===== src/rtl/ifmap_radr_pkg.sv =====
// Shared definitions for the ifmap bank read-address generator.
// Holds the default configuration field width, the field count and the
// position of each field inside config_data (field 0 sits in the MSBs).
// It also holds a packed view of the configuration and the FSM state type.
package ifmap_radr_pkg;

    localparam int CFG_WIDTH_DEFAULT = 8;
    localparam int NUM_CFG_FIELDS    = 9;

    // Field order inside config_data, most significant field first
    localparam int FLD_OX0    = 0;
    localparam int FLD_OY0    = 1;
    localparam int FLD_FX     = 2;
    localparam int FLD_FY     = 3;
    localparam int FLD_STRIDE = 4;
    localparam int FLD_IX0    = 5;
    localparam int FLD_IY0    = 6;
    localparam int FLD_IC1    = 7;
    localparam int FLD_PAD    = 8;

    // Packed view of config_data; the first member lands in the MSBs
    typedef struct packed {
        logic [CFG_WIDTH_DEFAULT-1:0] ox0;
        logic [CFG_WIDTH_DEFAULT-1:0] oy0;
        logic [CFG_WIDTH_DEFAULT-1:0] fx;
        logic [CFG_WIDTH_DEFAULT-1:0] fy;
        logic [CFG_WIDTH_DEFAULT-1:0] stride;
        logic [CFG_WIDTH_DEFAULT-1:0] ix0;
        logic [CFG_WIDTH_DEFAULT-1:0] iy0;
        logic [CFG_WIDTH_DEFAULT-1:0] ic1;
        logic [CFG_WIDTH_DEFAULT-1:0] pad;
    } cfg_t;

    typedef enum logic {
        IDLE = 1'b0,
        RUN  = 1'b1
    } state_t;

endpackage


===== src/rtl/radr_loop_counter.sv =====
// One level of the tile loop nest.
// The counter counts 0..bound-1 and advances when carry_in is set. It wraps
// to 0 after bound-1 and raises carry_out in that cycle, so the next outer
// level can advance.
// Ports: clk, rst_n (async, active-low), clear (synchronous restart to 0),
//        carry_in (advance enable), bound, count_next (value the counter
//        takes at the next edge), carry_out (wrap this cycle).
module radr_loop_counter
    import ifmap_radr_pkg::*;
#(
    parameter int WIDTH = CFG_WIDTH_DEFAULT
) (
    input  logic             clk,
    input  logic             rst_n,
    input  logic             clear,
    input  logic             carry_in,
    input  logic [WIDTH-1:0] bound,
    output logic [WIDTH-1:0] count_next,
    output logic             carry_out
);

    logic [WIDTH-1:0] count;
    logic             at_last;

    assign at_last   = (count == bound - WIDTH'(1));
    assign carry_out = carry_in && at_last;

    // The next value is exported so that the parent can register an address
    // for the element the counter is about to point at.
    always_comb begin
        count_next = count;
        if (clear) begin
            count_next = '0;
        end else if (carry_in) begin
            count_next = at_last ? '0 : count + WIDTH'(1);
        end
    end

    always_ff @(posedge clk or negedge rst_n) begin
        if (!rst_n) begin
            count <= '0;
        end else begin
            count <= count_next;
        end
    end

endmodule


===== src/rtl/ifmap_tile_radr_gen.sv =====
// Read-address generator for the ifmap double-buffer bank.
// It walks one tile in the order ox (innermost), oy, fx, fy, ic1 (outermost).
// It emits one registered bank address per valid/ready handshake.
// Address: ic1*IX0*IY0 + iy*IX0 + ix, where ix = ox*STRIDE + fx - PAD and
// iy = oy*STRIDE + fy - PAD. The address is built from running offsets, so
// the address path has no multiplier.
// Ports: clk, rst_n (async, active-low)
//        config_en/config_data  configuration load, honoured only in IDLE
//        start                  begin a tile walk, honoured only in IDLE
//        adr_valid/adr_ready    output handshake
//        adr, adr_pad           address, and a flag for the zero-padding region
//        busy                   walk in progress
//        done                   one-cycle pulse after the last handshake
// Build option: define IFMAP_RADR_PAD_EN to honour the PAD field. Otherwise
// PAD is ignored and adr_pad stays 0.
module ifmap_tile_radr_gen #(
    parameter int BANK_ADDR_WIDTH = 8,
    parameter int CFG_WIDTH       = ifmap_radr_pkg::CFG_WIDTH_DEFAULT,
    parameter int NUM_CFG_FIELDS  = ifmap_radr_pkg::NUM_CFG_FIELDS
) (
    input  logic                                clk,
    input  logic                                rst_n,
    input  logic                                config_en,
    input  logic [CFG_WIDTH*NUM_CFG_FIELDS-1:0] config_data,
    input  logic                                start,
    output logic                                adr_valid,
    input  logic                                adr_ready,
    output logic [BANK_ADDR_WIDTH-1:0]          adr,
    output logic                                adr_pad,
    output logic                                busy,
    output logic                                done
);

    import ifmap_radr_pkg::*;

    localparam int AW = BANK_ADDR_WIDTH;
    localparam int CW = CFG_WIDTH;
    localparam int PW = CFG_WIDTH + 2;
    localparam int SW = (AW > PW) ? AW : PW;

    state_t state, next_state;

    logic [CW*NUM_CFG_FIELDS-1:0] cfg_q;
    logic [CW-1:0] ox0, oy0, fx, fy, stride, ix0, iy0, ic1, pad;

    logic [SW-1:0] ox_s, oy_s, nxt_ox_s, nxt_oy_s;
    logic [AW-1:0] oy_row, fy_row, chan, nxt_oy_row, nxt_fy_row, nxt_chan;
    logic [AW-1:0] plane, row_step, pad_off, adr_calc;
    logic [CW-1:0] ox_nxt, oy_nxt, fx_nxt, fy_nxt, ic1_nxt;
    logic          c_ox, c_oy, c_fx, c_fy, c_ic1;
    logic          bounds_ok, start_go, zero_job, adv, last_hs, pad_calc;
    logic          unused_counts;

    assign ox0    = cfg_q[(NUM_CFG_FIELDS-1-FLD_OX0)*CW    +: CW];
    assign oy0    = cfg_q[(NUM_CFG_FIELDS-1-FLD_OY0)*CW    +: CW];
    assign fx     = cfg_q[(NUM_CFG_FIELDS-1-FLD_FX)*CW     +: CW];
    assign fy     = cfg_q[(NUM_CFG_FIELDS-1-FLD_FY)*CW     +: CW];
    assign stride = cfg_q[(NUM_CFG_FIELDS-1-FLD_STRIDE)*CW +: CW];
    assign ix0    = cfg_q[(NUM_CFG_FIELDS-1-FLD_IX0)*CW    +: CW];
    assign iy0    = cfg_q[(NUM_CFG_FIELDS-1-FLD_IY0)*CW    +: CW];
    assign ic1    = cfg_q[(NUM_CFG_FIELDS-1-FLD_IC1)*CW    +: CW];
    assign pad    = cfg_q[(NUM_CFG_FIELDS-1-FLD_PAD)*CW    +: CW];

    assign bounds_ok = (|ox0) && (|oy0) && (|fx) && (|fy) && (|ic1);
    assign start_go  = (state == IDLE) && start && bounds_ok;
    assign zero_job  = (state == IDLE) && start && !bounds_ok;
    assign adr_valid = (state == RUN);
    assign busy      = (state == RUN);
    assign adv       = adr_valid && adr_ready;
    // ox advances only on a handshake, so a carry out of ic1 marks the
    // handshake of the last element.
    assign last_hs   = c_ic1;

    radr_loop_counter #(.WIDTH(CW)) u_ox (
        .clk(clk), .rst_n(rst_n), .clear(start_go), .carry_in(adv),
        .bound(ox0), .count_next(ox_nxt), .carry_out(c_ox));
    radr_loop_counter #(.WIDTH(CW)) u_oy (
        .clk(clk), .rst_n(rst_n), .clear(start_go), .carry_in(c_ox),
        .bound(oy0), .count_next(oy_nxt), .carry_out(c_oy));
    radr_loop_counter #(.WIDTH(CW)) u_fx (
        .clk(clk), .rst_n(rst_n), .clear(start_go), .carry_in(c_oy),
        .bound(fx), .count_next(fx_nxt), .carry_out(c_fx));
    radr_loop_counter #(.WIDTH(CW)) u_fy (
        .clk(clk), .rst_n(rst_n), .clear(start_go), .carry_in(c_fx),
        .bound(fy), .count_next(fy_nxt), .carry_out(c_fy));
    radr_loop_counter #(.WIDTH(CW)) u_ic1 (
        .clk(clk), .rst_n(rst_n), .clear(start_go), .carry_in(c_fy),
        .bound(ic1), .count_next(ic1_nxt), .carry_out(c_ic1));

    // The ox, oy and ic1 positions are carried by the running offsets.
    // fy_nxt is needed only by the pad check.
    assign unused_counts = ^{ox_nxt, oy_nxt, ic1_nxt, fy_nxt};

    // Running offsets for the element the counters are about to point at.
    // A level that wraps returns to 0. Every inner offset that wraps in the
    // same handshake falls back to the new outer base.
    always_comb begin
        nxt_ox_s   = ox_s;
        nxt_oy_s   = oy_s;
        nxt_oy_row = oy_row;
        nxt_fy_row = fy_row;
        nxt_chan   = chan;
        if (start_go) begin
            nxt_ox_s   = '0;
            nxt_oy_s   = '0;
            nxt_oy_row = '0;
            nxt_fy_row = '0;
            nxt_chan   = '0;
        end else if (adv) begin
            nxt_ox_s = c_ox ? '0 : ox_s + SW'(stride);
            if (c_ox) begin
                nxt_oy_s   = c_oy ? '0 : oy_s + SW'(stride);
                nxt_oy_row = c_oy ? '0 : oy_row + row_step;
            end
            if (c_fx) begin
                nxt_fy_row = c_fy ? '0 : fy_row + AW'(ix0);
            end
            if (c_fy) begin
                nxt_chan = c_ic1 ? '0 : chan + plane;
            end
        end
    end

    assign adr_calc = nxt_chan + nxt_oy_row + nxt_fy_row + AW'(nxt_ox_s)
                    + AW'(fx_nxt) - pad_off;

`ifdef IFMAP_RADR_PAD_EN
    logic [PW-1:0] ix_off, iy_off;

    // A set sign bit means the element lies before the first column or row.
    // Otherwise it is compared against the ifmap extent.
    assign ix_off   = PW'(nxt_ox_s) + PW'(fx_nxt) - PW'(pad);
    assign iy_off   = PW'(nxt_oy_s) + PW'(fy_nxt) - PW'(pad);
    assign pad_calc = ix_off[PW-1] || (ix_off >= PW'(ix0))
                   || iy_off[PW-1] || (iy_off >= PW'(iy0));

    always_ff @(posedge clk or negedge rst_n) begin
        if (!rst_n) begin
            pad_off <= '0;
        end else if (start_go) begin
            pad_off <= AW'(pad) * AW'(ix0) + AW'(pad);
        end
    end
`else
    logic unused_pad;

    assign unused_pad = ^{pad, nxt_oy_s};
    assign pad_calc   = 1'b0;
    assign pad_off    = '0;
`endif

    // State register
    always_ff @(posedge clk or negedge rst_n) begin
        if (!rst_n) begin
            state <= IDLE;
        end else begin
            state <= next_state;
        end
    end

    // Next-state logic
    always_comb begin
        next_state = state;
        case (state)
            IDLE: if (start_go) next_state = RUN;
            RUN:  if (last_hs)  next_state = IDLE;
            default: next_state = IDLE;
        endcase
    end

    // Configuration, pitches, running offsets and the registered address.
    // The first element of a walk always gets address 0. One of two cases
    // holds: PAD is 0, so the element is (0,0), or PAD is nonzero and the
    // element is padded. So the start cycle does not use pad_off, which is
    // still being loaded.
    always_ff @(posedge clk or negedge rst_n) begin
        if (!rst_n) begin
            cfg_q    <= '0;
            plane    <= '0;
            row_step <= '0;
            ox_s     <= '0;
            oy_s     <= '0;
            oy_row   <= '0;
            fy_row   <= '0;
            chan     <= '0;
            adr      <= '0;
            adr_pad  <= 1'b0;
            done     <= 1'b0;
        end else begin
            if (config_en && (state == IDLE)) begin
                cfg_q <= config_data;
            end
            if (start_go) begin
                plane    <= AW'(ix0) * AW'(iy0);
                row_step <= AW'(stride) * AW'(ix0);
            end
            ox_s   <= nxt_ox_s;
            oy_s   <= nxt_oy_s;
            oy_row <= nxt_oy_row;
            fy_row <= nxt_fy_row;
            chan   <= nxt_chan;
            done   <= zero_job || last_hs;
            if (start_go) begin
                adr     <= '0;
                adr_pad <= pad_calc;
            end else if (last_hs) begin
                adr     <= '0;
                adr_pad <= 1'b0;
            end else if (adv) begin
                adr     <= pad_calc ? '0 : adr_calc;
                adr_pad <= pad_calc;
            end
        end
    end

endmodule


===== config.mk =====
export PLATFORM = sky130hd
export DESIGN_NAME = ifmap_tile_radr_gen
export DESIGN_NICKNAME = d
export VERILOG_FILES = /design/src/rtl/ifmap_radr_pkg.sv /design/src/rtl/radr_loop_counter.sv /design/src/rtl/ifmap_tile_radr_gen.sv
export SDC_FILE = /design/constraint.sdc
export NUM_CORES = 1
export LEC_CHECK = 0
export ABC_AREA = 1
export CAP_MARGIN = 20
export CORE_MARGIN = 4
export CORE_UTILIZATION = 48
export DETAILED_ROUTE_END_ITERATION = 8
export HOLD_SLACK_MARGIN = 0.02
export MAX_ROUTING_LAYER = met4
export PLACE_DENSITY = 0.67
export SKIP_LAST_GASP = 1
export SLEW_MARGIN = 20
export SYNTH_ARGS = -nofsm -noshare
export SYNTH_HDL_FRONTEND = slang
export SYNTH_SLANG_ARGS = --single-unit

===== constraint.sdc =====
create_clock -name clk -period 8.5 [get_ports clk]
set_clock_uncertainty 0.05 [all_clocks]
set_input_delay 1.275 -clock clk [delete_from_list [all_inputs] [get_ports clk]]
set_output_delay 1.275 -clock clk [all_outputs]
set_load 0.01 [all_outputs]

==> summary.txt <==
Final layout
  – N_diodes: 0
  – Design Area, Final: 0.0138 mm^2
  – FILL cells: approximately 2200
  – Nets: 1766
  – Commonest cells after routing, fill and taps aside: nand2_1, inv_1, dfrtp_1, nor2_1, ha_1
  – Area Growth Syn to Fin: 14.3%
  – Most common cell after layout, fill and taps aside: nand2_1
  – Util after Layout: between 50% and 60%
  – Share of cells above drive strength 1: 7.57%

Placed design
  – Post-DP HPWL: about 21 mm
  – PortBufs: around 80
  – RePlAce Congestion: 0.903
  – Placed Area: 0.0132 mm^2

Synth
  – Synth async-reset ratio: between 90% and 100%
  – Synth Register Bits: 162
  – Post-Syn Instances: 1492
  – Netlist Area Pre-Place: 0.0121 mm^2
  – Dominant cell type by area after synthesis: dfrtp_1
  – Seq/Total Area, Yosys: 33.6%
  – Yosys top cell area share: 33.6%
  – Ys Warns: 0
  – Mean Syn Cell Area: roughly 8.1 um^2
  – Post-synth EDFFs: 0
  – Synthesized net count: between 1500 and 2000
  – Synth top area cells: dfrtp_1, nand2_1, inv_1
  – Distinct cells, synth: 57
  – Main synth FF type: dfrtp_1

Setup path
  – Required time worst endpoint: roughly 8.8 ns
  – Launching element type of the critical path: input pin
  – Worst setup EP type: flop
  – Worst Setup Path Type: in2reg
  – Critical Path AT: 6.80 ns
  – Top delay family on crit path: adder cells
  – Slowest stage delay, CP: 0.53 ns
  – Worst-path fanout max: 25
  – Slowest CP cell: fa_1
  – Cell mode on critical path: inv_1
  – Buf/Inv on CP: 7

STA
  – Max-Slew Margin vs Limit: 50.3%
  – Final worst path period share: 76.8%
  – Setup_tns: 0 ns
  – Achievable Freq: 153 MHz
  – Min cycle time layout: ~6.5 ns
  – Final hold vios: 0
  – Worst Tran Pin Value: 0.745 ns
  – RSZ-0062 raised after global routing: false
  – Max Slew Vio Count: 0
  – Final setup fails: 0

Floorplan
  – Die Area: approximately 0.028 mm^2
  – Die H: 167 um
  – Die Wd: 167 um
  – Core Box Area: 0.0245 mm^2
  – Cell Rows: 57
  – I/O Pins: 89
  – Initial Util: 49.2%

Min path
  – HP Class: reg2reg

Clock tree
  – CTS tree: built
  – Worst-Skew Late Latency: 0.44 ns
  – Root buffer cell: clkbuf_16
  – Post_cts resized: 0
  – Post-cts hold buffer count: 0
  – Clock sinks: 162
  – Clock-pin slew on the worst setup and hold paths: about 0.07 ns
  – CTS Buffer Depth: 2
  – Post-CTS Setup Bufs: 0
  – Htree depth: 4
  – TritonCTS buffer count: 17

GRT
  – First-pass GRT wire length: 46.5 mm
  – Vias in the first global route: 9523
  – All-Layer GR Usage: 20.8%
  – Antenna violations before repair: 0
  – Largest net degree at the start of global routing: 91
  – Overflow after GRT: 0

Power and ir drop
  – Peak supply drop: 110 uV
  – Power per Cell Area: 168 mW/mm^2
  – Leakage power: 7.55 nW
  – Tot Pwr: about 2.3 mW

Routing
  – Routed vias: roughly 9600
  – Initial drt markers: 569
  – # DRC: 0
  – WL final: ~27 mm
  – Avg WL per Cell: 14.5 um
  – DRT antenna net count: 0
  – Vias per std cell: 5.07
  – DRT Pass-1 Iters: 5

Flow run
  – Max-cap violations: 0

Outcome
  – Status: completed
==> path summary, 6_finish.rpt <==
kind / to / slack [ns] / start / cells after the start
hold / removal: row_step[4]$_DFFE_PN0P_ / 0.45 / row_step[4]$_DFFE_PN0P_ / 2
hold reg to reg: row_step[4]$_DFFE_PN0P_ / 0.45 / row_step[4]$_DFFE_PN0P_ / 2
setup reg to reg: adr[7]$_DFFE_PN0P_ / 2.26 / cfg_q[40]$_DFFE_PN0P_ / 29
max in group asynchronous: cfg_q[24]$_DFFE_PN0P_ / 5.85 / rst_n / 3
setup / recovery: adr[7]$_DFFE_PN0P_ / 1.97 / start / 25
min in group asynchronous: cfg_q[12]$_DFFE_PN0P_ / 0.74 / rst_n / 1
==> synth_stat cells, types with 3 or more instances <==
library cell  number
nand2_1          294
inv_1            279
dfrtp_1          162
nor2_1           111
ha_1              81
a21oi_1           71
nand3_1           70
o21ai_0           55
xnor2_1           52
xor2_1            51
fa_1              48
mux2_2            38
clkbuf_1          27
nor3_1            19
o22ai_1           18
nand4_1           16
nand2_2           10
nor2_2             8
and2_1             6
inv_2              6
a211oi_1           4
a22o_1             4
or2_2              4
a31oi_1            3
buf_2              3
nand3_2            3
nand3b_1           3
nor2_4             3
nor3b_1            3
o211ai_1           3
o21a_1             3
o21ai_1            3
==> stage by stage <==
| stage | instances | worst slack, ns | hold slack [ns] |
|---|---|---|---|
| 6_report | 1897 | 1.97 | 0.446 |
| 5_1_grt | 1897 | 1.61 | 0.459 |
| 4_1_cts | 1897 | 1.97 | 0.450 |
| 3_5_place_dp | 1865 | 1.53 | 0.432 |
| 3_3_place_gp | 1865 | 1.53 | 0.425 |
| 2_1_floorplan | 1492 | 2.93 | 0.403 |
==> report_power, final <==
group	internal (mW)	switching (mW)	total, mW
logic	0.265	0.346	0.611
clock network	0.473	0.355	0.828
registers	0.827	0.0567	0.884
total	1.57	0.757	2.32
==> logic make-up (layout without fill, tap and decap cells) <==
| logic type | count (synthesis) | in the layout | share of synthesized area, % |
|---|---|---|---|
| flops | 162 | 162 | 33.6 |
| mux | 38 | 38 | 3.54 |
| xor+xnor | 104 | 104 | 7.65 |
| buf+inv | 320 | 401 | 10.1 |
| fa+ha+maj | 129 | 129 | 16.3 |
| simple gates | 562 | 562 | 20.6 |
| other cells | 1 | 1 | 0.0310 |
| compound gates | 176 | 176 | 8.24 |
==> worst register-to-register path, delay by kind of cell, from the launching register on <==
kind            cells  cell delay [ns]
fa+ha+maj           6             2.29
simple gates       13             1.72
buf+inv             6             0.89
compound gates      3             0.62
flops               1             0.35
xor+xnor            1             0.19
==> layer usage <==
| layer | vias up | track usage, % | wire (um) |
|---|---|---|---|
| met5 | - | - | 0 |
| li1 | 4831 | - | - |
| met3 | 24 | 3.39 | 1030 |
| met4 | 0 | 4.59 | 310 |
| met1 | 4596 | 28.4 | 13300 |
| met2 | 171 | 33.2 | 12800 |
==> sequential cells by signal, summed over array words and instances, names as in the netlist <==
name,flops
adr,8
adr_valid,1
cfg_q,64
chan,8
done,1
fy_row,8
ox_s,8
oy_row,8
plane,8
row_step,8
u_fx.count,8
u_fy.count,8
u_ic1.count,8
u_ox.count,8
u_oy.count,8
==> layout make-up <==
cell class	instances	area (um^2)	share of cell area, %
tap	324	405	2.94
inverter	287	1080	7.82
multi-input combinational	1010	6830	49.5
sequential	162	4050	29.4
timing repair buffer	82	815	5.90
clock inverter	14	196	1.42
clock buffer	18	429	3.11
No activity file was read; power rests on OpenSTA's default activity.
